## config.mk

```make
export PLATFORM = sky130hd
export DESIGN_NAME = gpio_input_port
export DESIGN_NICKNAME = d
export VERILOG_FILES = /design/src/rtl/gpio_pkg.sv /design/src/rtl/gpio_debounce_bit.sv /design/src/rtl/gpio_input_port.sv
export SDC_FILE = /design/constraint.sdc
export NUM_CORES = 1
export LEC_CHECK = 0
export BUFFER_PORTS_ARGS = -buffer_cell sky130_fd_sc_hd__buf_2
export CELL_PAD_IN_SITES_DETAIL_PLACEMENT = 1
export CELL_PAD_IN_SITES_GLOBAL_PLACEMENT = 1
export CORE_MARGIN = 10
export CORE_UTILIZATION = 39
export DETAILED_ROUTE_END_ITERATION = 7
export PLACE_DENSITY_LB_ADDON = 0.1
export SLEW_MARGIN = 25
export SYNTH_ARGS = -nofsm -noshare
export SYNTH_HDL_FRONTEND = slang
export SYNTH_SLANG_ARGS = --single-unit
```

## constraint.sdc

```tcl
create_clock -name clk -period 2.7 [get_ports clk]
set_input_delay 0.54 -clock clk [delete_from_list [all_inputs] [get_ports clk]]
set_output_delay 0.54 -clock clk [all_outputs]
set_load 0.03 [all_outputs]
```

## src/rtl/gpio_pkg.sv

```systemverilog
// Shared definitions for the GPIO input port: register offsets and window decode.
package gpio_pkg;

  localparam logic [31:0] GPIO_LEVEL_OFS = 32'h0000_0000;
  localparam logic [31:0] GPIO_EDGE_OFS  = 32'h0000_0004;
  localparam logic [31:0] GPIO_MASK_OFS  = 32'h0000_0008;

  typedef enum logic [1:0] {
    RegLevel,
    RegEdge,
    RegMask,
    RegNone
  } gpio_reg_e;

  // Map a byte address onto one of the three window registers. The byte lane bits are
  // ignored, and the subtraction wraps so addresses below the base fall out as RegNone.
  function automatic gpio_reg_e gpio_decode(input logic [31:0] addr, input logic [31:0] base);
    logic [31:0] ofs;
    ofs = {addr[31:2], 2'b00} - {base[31:2], 2'b00};
    case (ofs)
      GPIO_LEVEL_OFS: gpio_decode = RegLevel;
      GPIO_EDGE_OFS:  gpio_decode = RegEdge;
      GPIO_MASK_OFS:  gpio_decode = RegMask;
      default:        gpio_decode = RegNone;
    endcase
  endfunction

endpackage

```

## src/rtl/gpio_debounce_bit.sv

```systemverilog
// One input pin: 2-flop synchronizer, stability counter, debounced level and rise pulse.
module gpio_debounce_bit #(
  parameter int unsigned DEBOUNCE_CYCLES = 16
) (
  input  logic clk,
  input  logic rst_n,
  input  logic pin,
  output logic level,
  output logic rise
);

  localparam int unsigned CntW = $clog2(DEBOUNCE_CYCLES);
  localparam logic [CntW-1:0] CntMax = CntW'(DEBOUNCE_CYCLES - 1);

  logic            sync1_q, sync2_q;
  logic            level_q, level_d;
  logic [CntW-1:0] cnt_q, cnt_d;

  // Synchronizer chain for the asynchronous pin.
  always_ff @(posedge clk or negedge rst_n) begin
    if (!rst_n) begin
      sync1_q <= 1'b0;
      sync2_q <= 1'b0;
    end else begin
      sync1_q <= pin;
      sync2_q <= sync1_q;
    end
  end

  // Count consecutive mismatching cycles; any return to the current level restarts the count.
  always_comb begin
    level_d = level_q;
    cnt_d   = '0;
    rise    = 1'b0;
    if (sync2_q != level_q) begin
      if (cnt_q == CntMax) begin
        level_d = sync2_q;
        // Pulse in the cycle the level is about to flip 0->1 so the edge flag lands with it.
        rise    = sync2_q;
      end else begin
        cnt_d = cnt_q + 1'b1;
      end
    end
  end

  // Debounced level and stability counter.
  always_ff @(posedge clk or negedge rst_n) begin
    if (!rst_n) begin
      level_q <= 1'b0;
      cnt_q   <= '0;
    end else begin
      level_q <= level_d;
      cnt_q   <= cnt_d;
    end
  end

  assign level = level_q;

endmodule

```

## src/rtl/gpio_input_port.sv

```systemverilog
// Memory-mapped GPIO input port: debounced levels, clear-on-read rising-edge flags,
// interrupt mask, and a same-cycle read mux for the MEM stage.
module gpio_input_port
  import gpio_pkg::*;
#(
  parameter int unsigned WIDTH           = 8,
  parameter int unsigned DEBOUNCE_CYCLES = 16,
  parameter logic [31:0] BASE_ADDR       = 32'h0000_0400
) (
  input  logic             clk,
  input  logic             rst_n,
  input  logic [WIDTH-1:0] pins,
  input  logic [31:0]      A,
  input  logic             rd_en,
  input  logic             wr_en,
  input  logic [31:0]      wdata,
  output logic [31:0]      rdata,
  output logic             hit,
  output logic             irq
);

  gpio_reg_e        reg_sel;
  logic [WIDTH-1:0] level;
  logic [WIDTH-1:0] rise;
  logic [WIDTH-1:0] edge_q, edge_d;
  logic [WIDTH-1:0] mask_q, mask_d;
  logic             edge_clr;
  logic             unused_wdata;

  // Store data above WIDTH has no destination.
  assign unused_wdata = ^wdata;

  for (genvar i = 0; i < WIDTH; i++) begin : g_bit
    gpio_debounce_bit #(
      .DEBOUNCE_CYCLES(DEBOUNCE_CYCLES)
    ) u_bit (
      .clk  (clk),
      .rst_n(rst_n),
      .pin  (pins[i]),
      .level(level[i]),
      .rise (rise[i])
    );
  end

  assign reg_sel  = gpio_decode(A, BASE_ADDR);
  assign hit      = (reg_sel != RegNone);
  assign edge_clr = rd_en && (reg_sel == RegEdge);

  // Edge flags clear on read, but a rise in the same cycle survives the clear.
  always_comb begin
    edge_d = edge_clr ? '0 : edge_q;
    edge_d = edge_d | rise;
  end

  // Mask takes store data only when the store hits the MASK offset.
  always_comb begin
    mask_d = mask_q;
    if (wr_en && (reg_sel == RegMask)) begin
      mask_d = wdata[WIDTH-1:0];
    end
  end

  // Edge and mask registers.
  always_ff @(posedge clk or negedge rst_n) begin
    if (!rst_n) begin
      edge_q <= '0;
      mask_q <= '0;
    end else begin
      edge_q <= edge_d;
      mask_q <= mask_d;
    end
  end

  // Read mux shows pre-update register contents, zero-extended.
  always_comb begin
    rdata = '0;
    case (reg_sel)
      RegLevel: rdata[WIDTH-1:0] = level;
      RegEdge:  rdata[WIDTH-1:0] = edge_q;
      RegMask:  rdata[WIDTH-1:0] = mask_q;
      default:  rdata = '0;
    endcase
  end

  // Driven only from registers so address/strobe activity cannot glitch it.
  assign irq = |(edge_q & mask_q);

endmodule

```

==> results of run 1 <==
[critical path: cells and delay by family]
| family | cells | cell delay (ns) |
|---|---|---|
| muxes | 1 | 0.33 |
| and+or+nand+nor | 5 | 1.08 |
| buffers and inverters | 2 | 0.24 |
[cell type report]
| type | instances | area, sq um | area share, % |
|---|---|---|---|
| Sequential cell | 72 | 1800 | 42.5 |
| Multi-Input combinational cell | 216 | 1590 | 37.5 |
| Timing Repair Buffer | 71 | 453 | 10.7 |
| Clock buffer | 12 | 155 | 3.66 |
| Tap cell | 108 | 135 | 3.19 |
| Clock inverter | 4 | 76.3 | 1.80 |
| Inverter | 8 | 30.0 | 0.708 |
[power groups by stage]
stage,Combinational [uW],Clock (uW),Sequential [uW]
floorplan,153,0,1170
global placement,210,0,1170
detailed placement,214,0,1180
CTS,217,1000,1160
global route,250,1050,1160
finish,220,973,1160
[worst paths after layout]
path / startpoint / cells after the start / slack, ns / end
setup / recovery: A[14] / 8 / -0.04 / rdata[7]
hold / removal: pins[3] / 1 / 0.30 / g_bit[3].u_bit.sync1_q$_DFF_PN0_
setup reg to reg: g_bit[0].u_bit.cnt_q[0]$_DFF_PN0_ / 3 / 1.43 / g_bit[0].u_bit.level$_DFFE_PN0P_
hold reg to reg: g_bit[3].u_bit.sync1_q$_DFF_PN0_ / 0 / 0.35 / g_bit[3].u_bit.sync2_q$_DFF_PN0_
max in group asynchronous: rst_n / 1 / 1.76 / g_bit[5].u_bit.level$_DFFE_PN0P_
min in group asynchronous: rst_n / 1 / 0.31 / g_bit[1].u_bit.sync1_q$_DFF_PN0_
[registers in the layout, summed over array words and instances, names as in the netlist]
register,count
g_bit.u_bit.sync1_q,8
mask_q,8
g_bit.u_bit.level,8
g_bit.u_bit.cnt_q,32
g_bit.u_bit.sync2_q,8
edge_q,8
[cells by family after synthesis]
kind of cell / count (synthesis)
buffers and inverters: 37
flip-flops: 72
multiplexers: 26
AO/OA/AOI/OAI: 47
adder cells (fa/ha/maj): 8
other: 1
XOR/XNOR: 20
AND/OR/NAND/NOR: 90
[cells in the mapped netlist, drive strengths merged]
master and instances:
clkbuf 3, mux2i 9, or4 1, nor3 2, a22oi 4, buf 26, ha 8, a21oi 25
a21o 8, nand4 5, a311oi 1, nor3b 15, a211oi 1, or2 1, nand4b 8, o21ai 8
mux2 17, nand3b 1, nand4bb 1, dfrtp 72, xor2 3, nor4 3, nor2b 9, nand3 8
nand2 4, xnor2 17, nor2 30, conb 1, inv 8, nor4b 2
[routing by layer]
layer / vias up / part of all wire (%) / GRT usage, % / wire length, um
met5: - / 0 / 0 / 0
met4: 0 / 0.79 / 3.76 / 63
met3: 5 / 6.9 / 3.73 / 549
met2: 71 / 46 / 19.7 / 3690
met1: 1200 / 46 / 16.1 / 3710
li1: 1162 / - / - / -
[timing repair]
action                     4_1_cts  5_1_grt
buffers inserted                 1        0
setup endpoints to repair        9        9
pin swaps                        0        8
resized for setup               18       23
cloned                           0        1
[metrics by stage]
stage          hold WS, ns  instance area [sq um]  setup TNS, ns  power (uW)
2_1_floorplan        0.244                   3520         -0.797        1320
3_3_place_gp         0.332                   3840          -1.28        1380
3_5_place_dp         0.336                   3840          -1.36        1390
4_1_cts              0.289                   4130         -0.105        2370
5_1_grt              0.282                   4240         -0.896        2460
6_report             0.301                   4240         -0.189        2350
==> results.py, run 1 <==
metrics = {
    "clocking": {
        "hold_buffers": 0,
        "clk_latency_ns": 0.34,
        "htree_num_levels": 3,
        "clock_sinks": 72,
        "cts_buffers": 9,
        "clock_path_buffers": 2,
        "cts-root-buf": "clkbuf_8",
        "cts_tree": "done",
        "path_clk_slew_ns": 0.08,
    },
    "sta": {
        "final_hold_viol_count": 0,
        "max_freq_mhz": 365,
        "period_needed_ns": 2.74,
        "slew_headroom_pct": 38.5,
        "rsz0062_at_grt": "yes",
        "setup_viol": 7,
        "timing.final.ws_setup_ns": -0.0370,
        "worstMarginPinSlew_ns": 0.922,
        "skew_ns": 0.0111,
        "period_share_pct": 101,
        "drv_slew": 0,
    },
    "final_layout": {
        "fillers": 983,
        "drive_above_1_share_pct": 32.1,
        "final_net_count": 462,
        "mostFrequentLayoutCell": "dfrtp_1",
        "final_cells": 491,
        "utilization_pct": 49.1,
        "antenna-diode-count": 0,
        "syn_to_final_growth_pct": 23.5,
        "final_cell_mix": "72 x dfrtp_1, 47 x buf_2, 24 x a21oi_1, 24 x conb_1, 22 x nor2_1",
    },
    "yosys": {
        "synth_xor_area_share_pct": 5.10,
        "synthTopCellsByArea": "dfrtp_1 52%, mux2_2 5.6%, buf_4 5.2%",
        "synth-simple-area-share_pct": 16.6,
        "synth_seq_cells": 72,
        "yosysSeqAreaShare_pct": 52.5,
        "yosys.area.top_type": "dfrtp_1",
        "synth_cell_types": 37,
        "yosys_warnings": 0,
        "synth_mux_area_share_pct": 8.20,
        "synth_fa_ha_area_share_pct": 2.92,
        "synth_top_family_by_area": "simple AND/OR/NAND/NOR gates",
        "syn_area_per_cell_sq_um": 11.4,
        "synth_compound_area_share_pct": 7.91,
        "synth_top_area_share_pct": 52.5,
        "synthCells": 301,
        "netlist_area_sq_um": 3430,
    },
    "run_status": {
        "outcome": "complete, but fails checks",
        "violations": "setup timing",
    },
    "placement": {
        "gp_congestion": 0.762,
        "io_buffers": 59,
        "dp_worst_setup_slack_ns": -0.209,
        "hpwlAfterDp_mm": 5.80,
        "dpl.cell_count": 473,
    },
    "route": {
        "firstDrtPassIters": 4,
        "vias_per_cell": 4.97,
        "ant_nets": 0,
        "remaining_drc_errors": 0,
        "drt_wl_total_mm": 8.01,
        "via_count": 2438,
        "wl_per_cell_um": 16.3,
        "drtIter0Drc": 74,
    },
    "power": {
        "vdd_drop_max_uv": 306,
        "p_leak_uw": 0.00199,
        "p_per_area_nw_per_um2": 554,
        "p_int_uw": 1780,
        "clkPwrFrac_pct": 41.4,
        "switching_share_pct": 24.3,
        "netSwitchingPower_uw": 572,
        "combPwrFrac_pct": 9.4,
        "pwr-share-seq_pct": 49.2,
    },
    "worst_setup_path": {
        "worstPathMaxFanout": 5,
        "critPathLaunchType": "input port",
        "critPathMaxStageDelay_ns": 0.33,
        "path_class": "in -> out",
        "arrival_ns": 2.20,
        "end_kind": "output pin",
        "slowest_stage": "mux2i_2",
        "cp.required_ns": 2.16,
        "cp_cell_sequence": "buf_6 -> nor4_4 -> nand4_2 -> nor4_4 -> mux2i_2 -> or2_4 -> nor2_4 -> buf_6",
    },
    "floorplan": {
        "io-pin-count": 110,
        "chipWidth_um": 114,
        "dieHeight_um": 114,
        "die_area_sq_um": 13000,
        "start_util_pct": 39.8,
        "num_rows": 34,
        "coreArea_sq_um": 8640,
    },
    "grt": {
        "overflow": 0,
        "grt_start_max_net_pins": 73,
        "antenna_found_initial": 0,
        "grt_pass1_wl_mm": 13.3,
        "grt_pass1_vias": 2625,
        "grt_use_total_pct": 12.5,
    },
    "min_path": {
        "hp-class": "in -> reg",
    },
    "run": {
        "cap_violations": 0,
    },
}
(Power assumes the default switching activity.)
==> run 2, diff against run 1 <==
- CORE_UTILIZATION: 39 -> 42
- clock period: 2.7 -> 3.2 ns (I/O delays scaled with it)
==> results.py, run 2 (synthesis gave the netlist of run 1 again) <==
metrics = {
    "final_layout": {
        "antenna-diode-count": 0,
        "final_cell_mix": "72 x dfrtp_1, 57 x buf_2, 28 x nor2_1",
        "drive_above_1_share_pct": 27.5,
        "final_net_count": 453,
        "syn_to_final_growth_pct": 16.0,
        "largest_reg_flops": 32,
        "largest_register": "g_bit.u_bit.cnt_q",
        "final_cells": 476,
        "mostFrequentLayoutCell": "dfrtp_1",
        "fillers": 889,
    },
    "route": {
        "via_count": 2415,
        "ant_nets": 0,
        "wl_per_cell_um": 16.2,
        "firstDrtPassIters": 4,
        "drt_wl_total_mm": 7.71,
        "vias_per_cell": 5.07,
        "remaining_drc_errors": 0,
        "drtIter0Drc": 89,
    },
    "grt": {
        "grt_pass1_wl_mm": 13.3,
        "overflow": 0,
        "antenna_found_initial": 0,
        "grt_pass1_vias": 2610,
        "grt_start_max_net_pins": 73,
        "grt_use_total_pct": 12.9,
    },
    "clocking": {
        "clock_path_buffers": 2,
        "cts_tree": "done",
        "cts_setup_buffers": 0,
        "clock_sinks": 72,
        "hold_buffers": 0,
        "clk_latency_ns": 0.34,
        "path_clk_slew_ns": 0.08,
        "cts-root-buf": "clkbuf_8",
        "htree_num_levels": 3,
        "cts_buffers": 9,
    },
    "worst_setup_path": {
        "cp_cell_sequence": "buf_2 -> nor4_4 -> nand4_2 -> nor4_2 -> mux2i_1 -> or2_2 -> nor2_2 -> clkbuf_4",
        "slowest_stage": "or2_2",
        "crit_buf_inv": 2,
        "critPathMaxStageDelay_ns": 0.41,
        "critPathLaunchType": "input port",
        "path_delay_family": "simple AND/OR/NAND/NOR gates",
        "cp.required_ns": 2.56,
        "end_kind": "output pin",
        "path_class": "in -> out",
        "arrival_ns": 2.42,
        "worstPathMaxFanout": 9,
    },
    "sta": {
        "final_hold_viol_count": 0,
        "period_share_pct": 95.6,
        "period_needed_ns": 3.06,
        "rsz0062_at_grt": "no",
        "max_freq_mhz": 327,
        "drv_slew": 0,
        "setup_viol": 0,
        "totalNegativeSetupSlack_ns": 0,
        "skew_ns": 0.00832,
    },
    "floorplan": {
        "io-pin-count": 110,
        "dieHeight_um": 110,
        "coreArea_sq_um": 7850,
        "die_area_sq_um": 12200,
        "start_util_pct": 43.8,
        "num_rows": 32,
        "chipWidth_um": 110,
    },
    "power": {
        "vdd_drop_max_uv": 253,
        "p_leak_uw": 0.00190,
        "clkPwrFrac_pct": 37.1,
        "p_int_uw": 1370,
        "netSwitchingPower_uw": 465,
        "combPwrFrac_pct": 9.7,
        "pwr-share-seq_pct": 53.2,
        "p_per_area_nw_per_um2": 460,
        "switching_share_pct": 25.3,
    },
    "min_path": {
        "hp-class": "in -> async",
    },
    "placement": {
        "hpwlAfterDp_mm": 5.79,
        "gp_congestion": 0.826,
        "dpl.cell_count": 460,
        "io_buffers": 59,
    },
    "run": {
        "cap_violations": 0,
    },
    "run_status": {
        "outcome": "finished clean",
    },
}
run 2: routing by layer:
metal | share of wire [%] | vias up | wire length, um | global-route usage, %
li1 | - | 1142 | - | -
met1 | 48 | 1188 | 3710 | 17.2
met2 | 45 | 75 | 3480 | 19.4
met3 | 5.6 | 10 | 428 | 3.62
met4 | 1.2 | 0 | 94 | 4.92
met5 | 0 | - | 0 | 0
run 2: power by group through the flow:
| stage | registers [uW] | logic [uW] | clock network [uW] |
|---|---|---|---|
| floorplan | 985 | 129 | 0 |
| global route | 982 | 202 | 742 |
| CTS | 976 | 180 | 706 |
| finish | 976 | 178 | 680 |
| global placement | 991 | 174 | 0 |
| detailed placement | 993 | 178 | 0 |
run 2: final timing paths:
kind | from | endpoint | slack [ns] | depth (start not counted)
max | A[11] | rdata[0] | 0.14 | 8
min | rst_n | g_bit[1].u_bit.cnt_q[3]$_DFF_PN0_ | 0.32 | 2
max reg2reg | g_bit[2].u_bit.cnt_q[0]$_DFF_PN0_ | g_bit[2].u_bit.level$_DFFE_PN0P_ | 1.93 | 3
min reg2reg | g_bit[3].u_bit.sync1_q$_DFF_PN0_ | g_bit[3].u_bit.sync2_q$_DFF_PN0_ | 0.35 | 0
max in group asynchronous | rst_n | g_bit[0].u_bit.cnt_q[3]$_DFF_PN0_ | 2.58 | 2
min in group clk | g_bit[3].u_bit.sync1_q$_DFF_PN0_ | g_bit[3].u_bit.sync2_q$_DFF_PN0_ | 0.35 | 0
run 2: repair_timing:
action / 4_1_cts / 5_1_grt
resized for setup: 0 / 5
endpoints found under the setup margin: 0 / 2
endpoints found under the hold margin: 0 / 0
run 2: cell type report:
type	instances	area [sq um]	share of cell area [%]
clock inverter	4	45.0	1.13
sequential	72	1800	45.2
multi-input combinational	215	1500	37.7
tap	102	128	3.20
timing repair buffer	63	343	8.61
clock buffer	12	135	3.39
inverter	8	30.0	0.754
run 2: metrics by stage:
step           hold WS [ns]  setup slack (ns)  instance area [sq um]  utilization, %  total power [uW]
3_3_place_gp          0.333             0.101                   3780            48.2              1170
4_1_cts               0.332            0.0806                   3970            50.5              1860
6_report              0.324             0.140                   3980            50.7              1830
2_1_floorplan         0.331             0.146                   3520               -              1110
3_5_place_dp          0.336            0.0955                   3780            48.2              1170
5_1_grt               0.349            0.0214                   3980            50.7              1930
run 2: worst register-to-register path, cell delays in order (launching register included):
cell	delay [ns]
dfrtp_1	0.42
ha_1	0.25
nand3_1	0.14
mux2_2	0.35
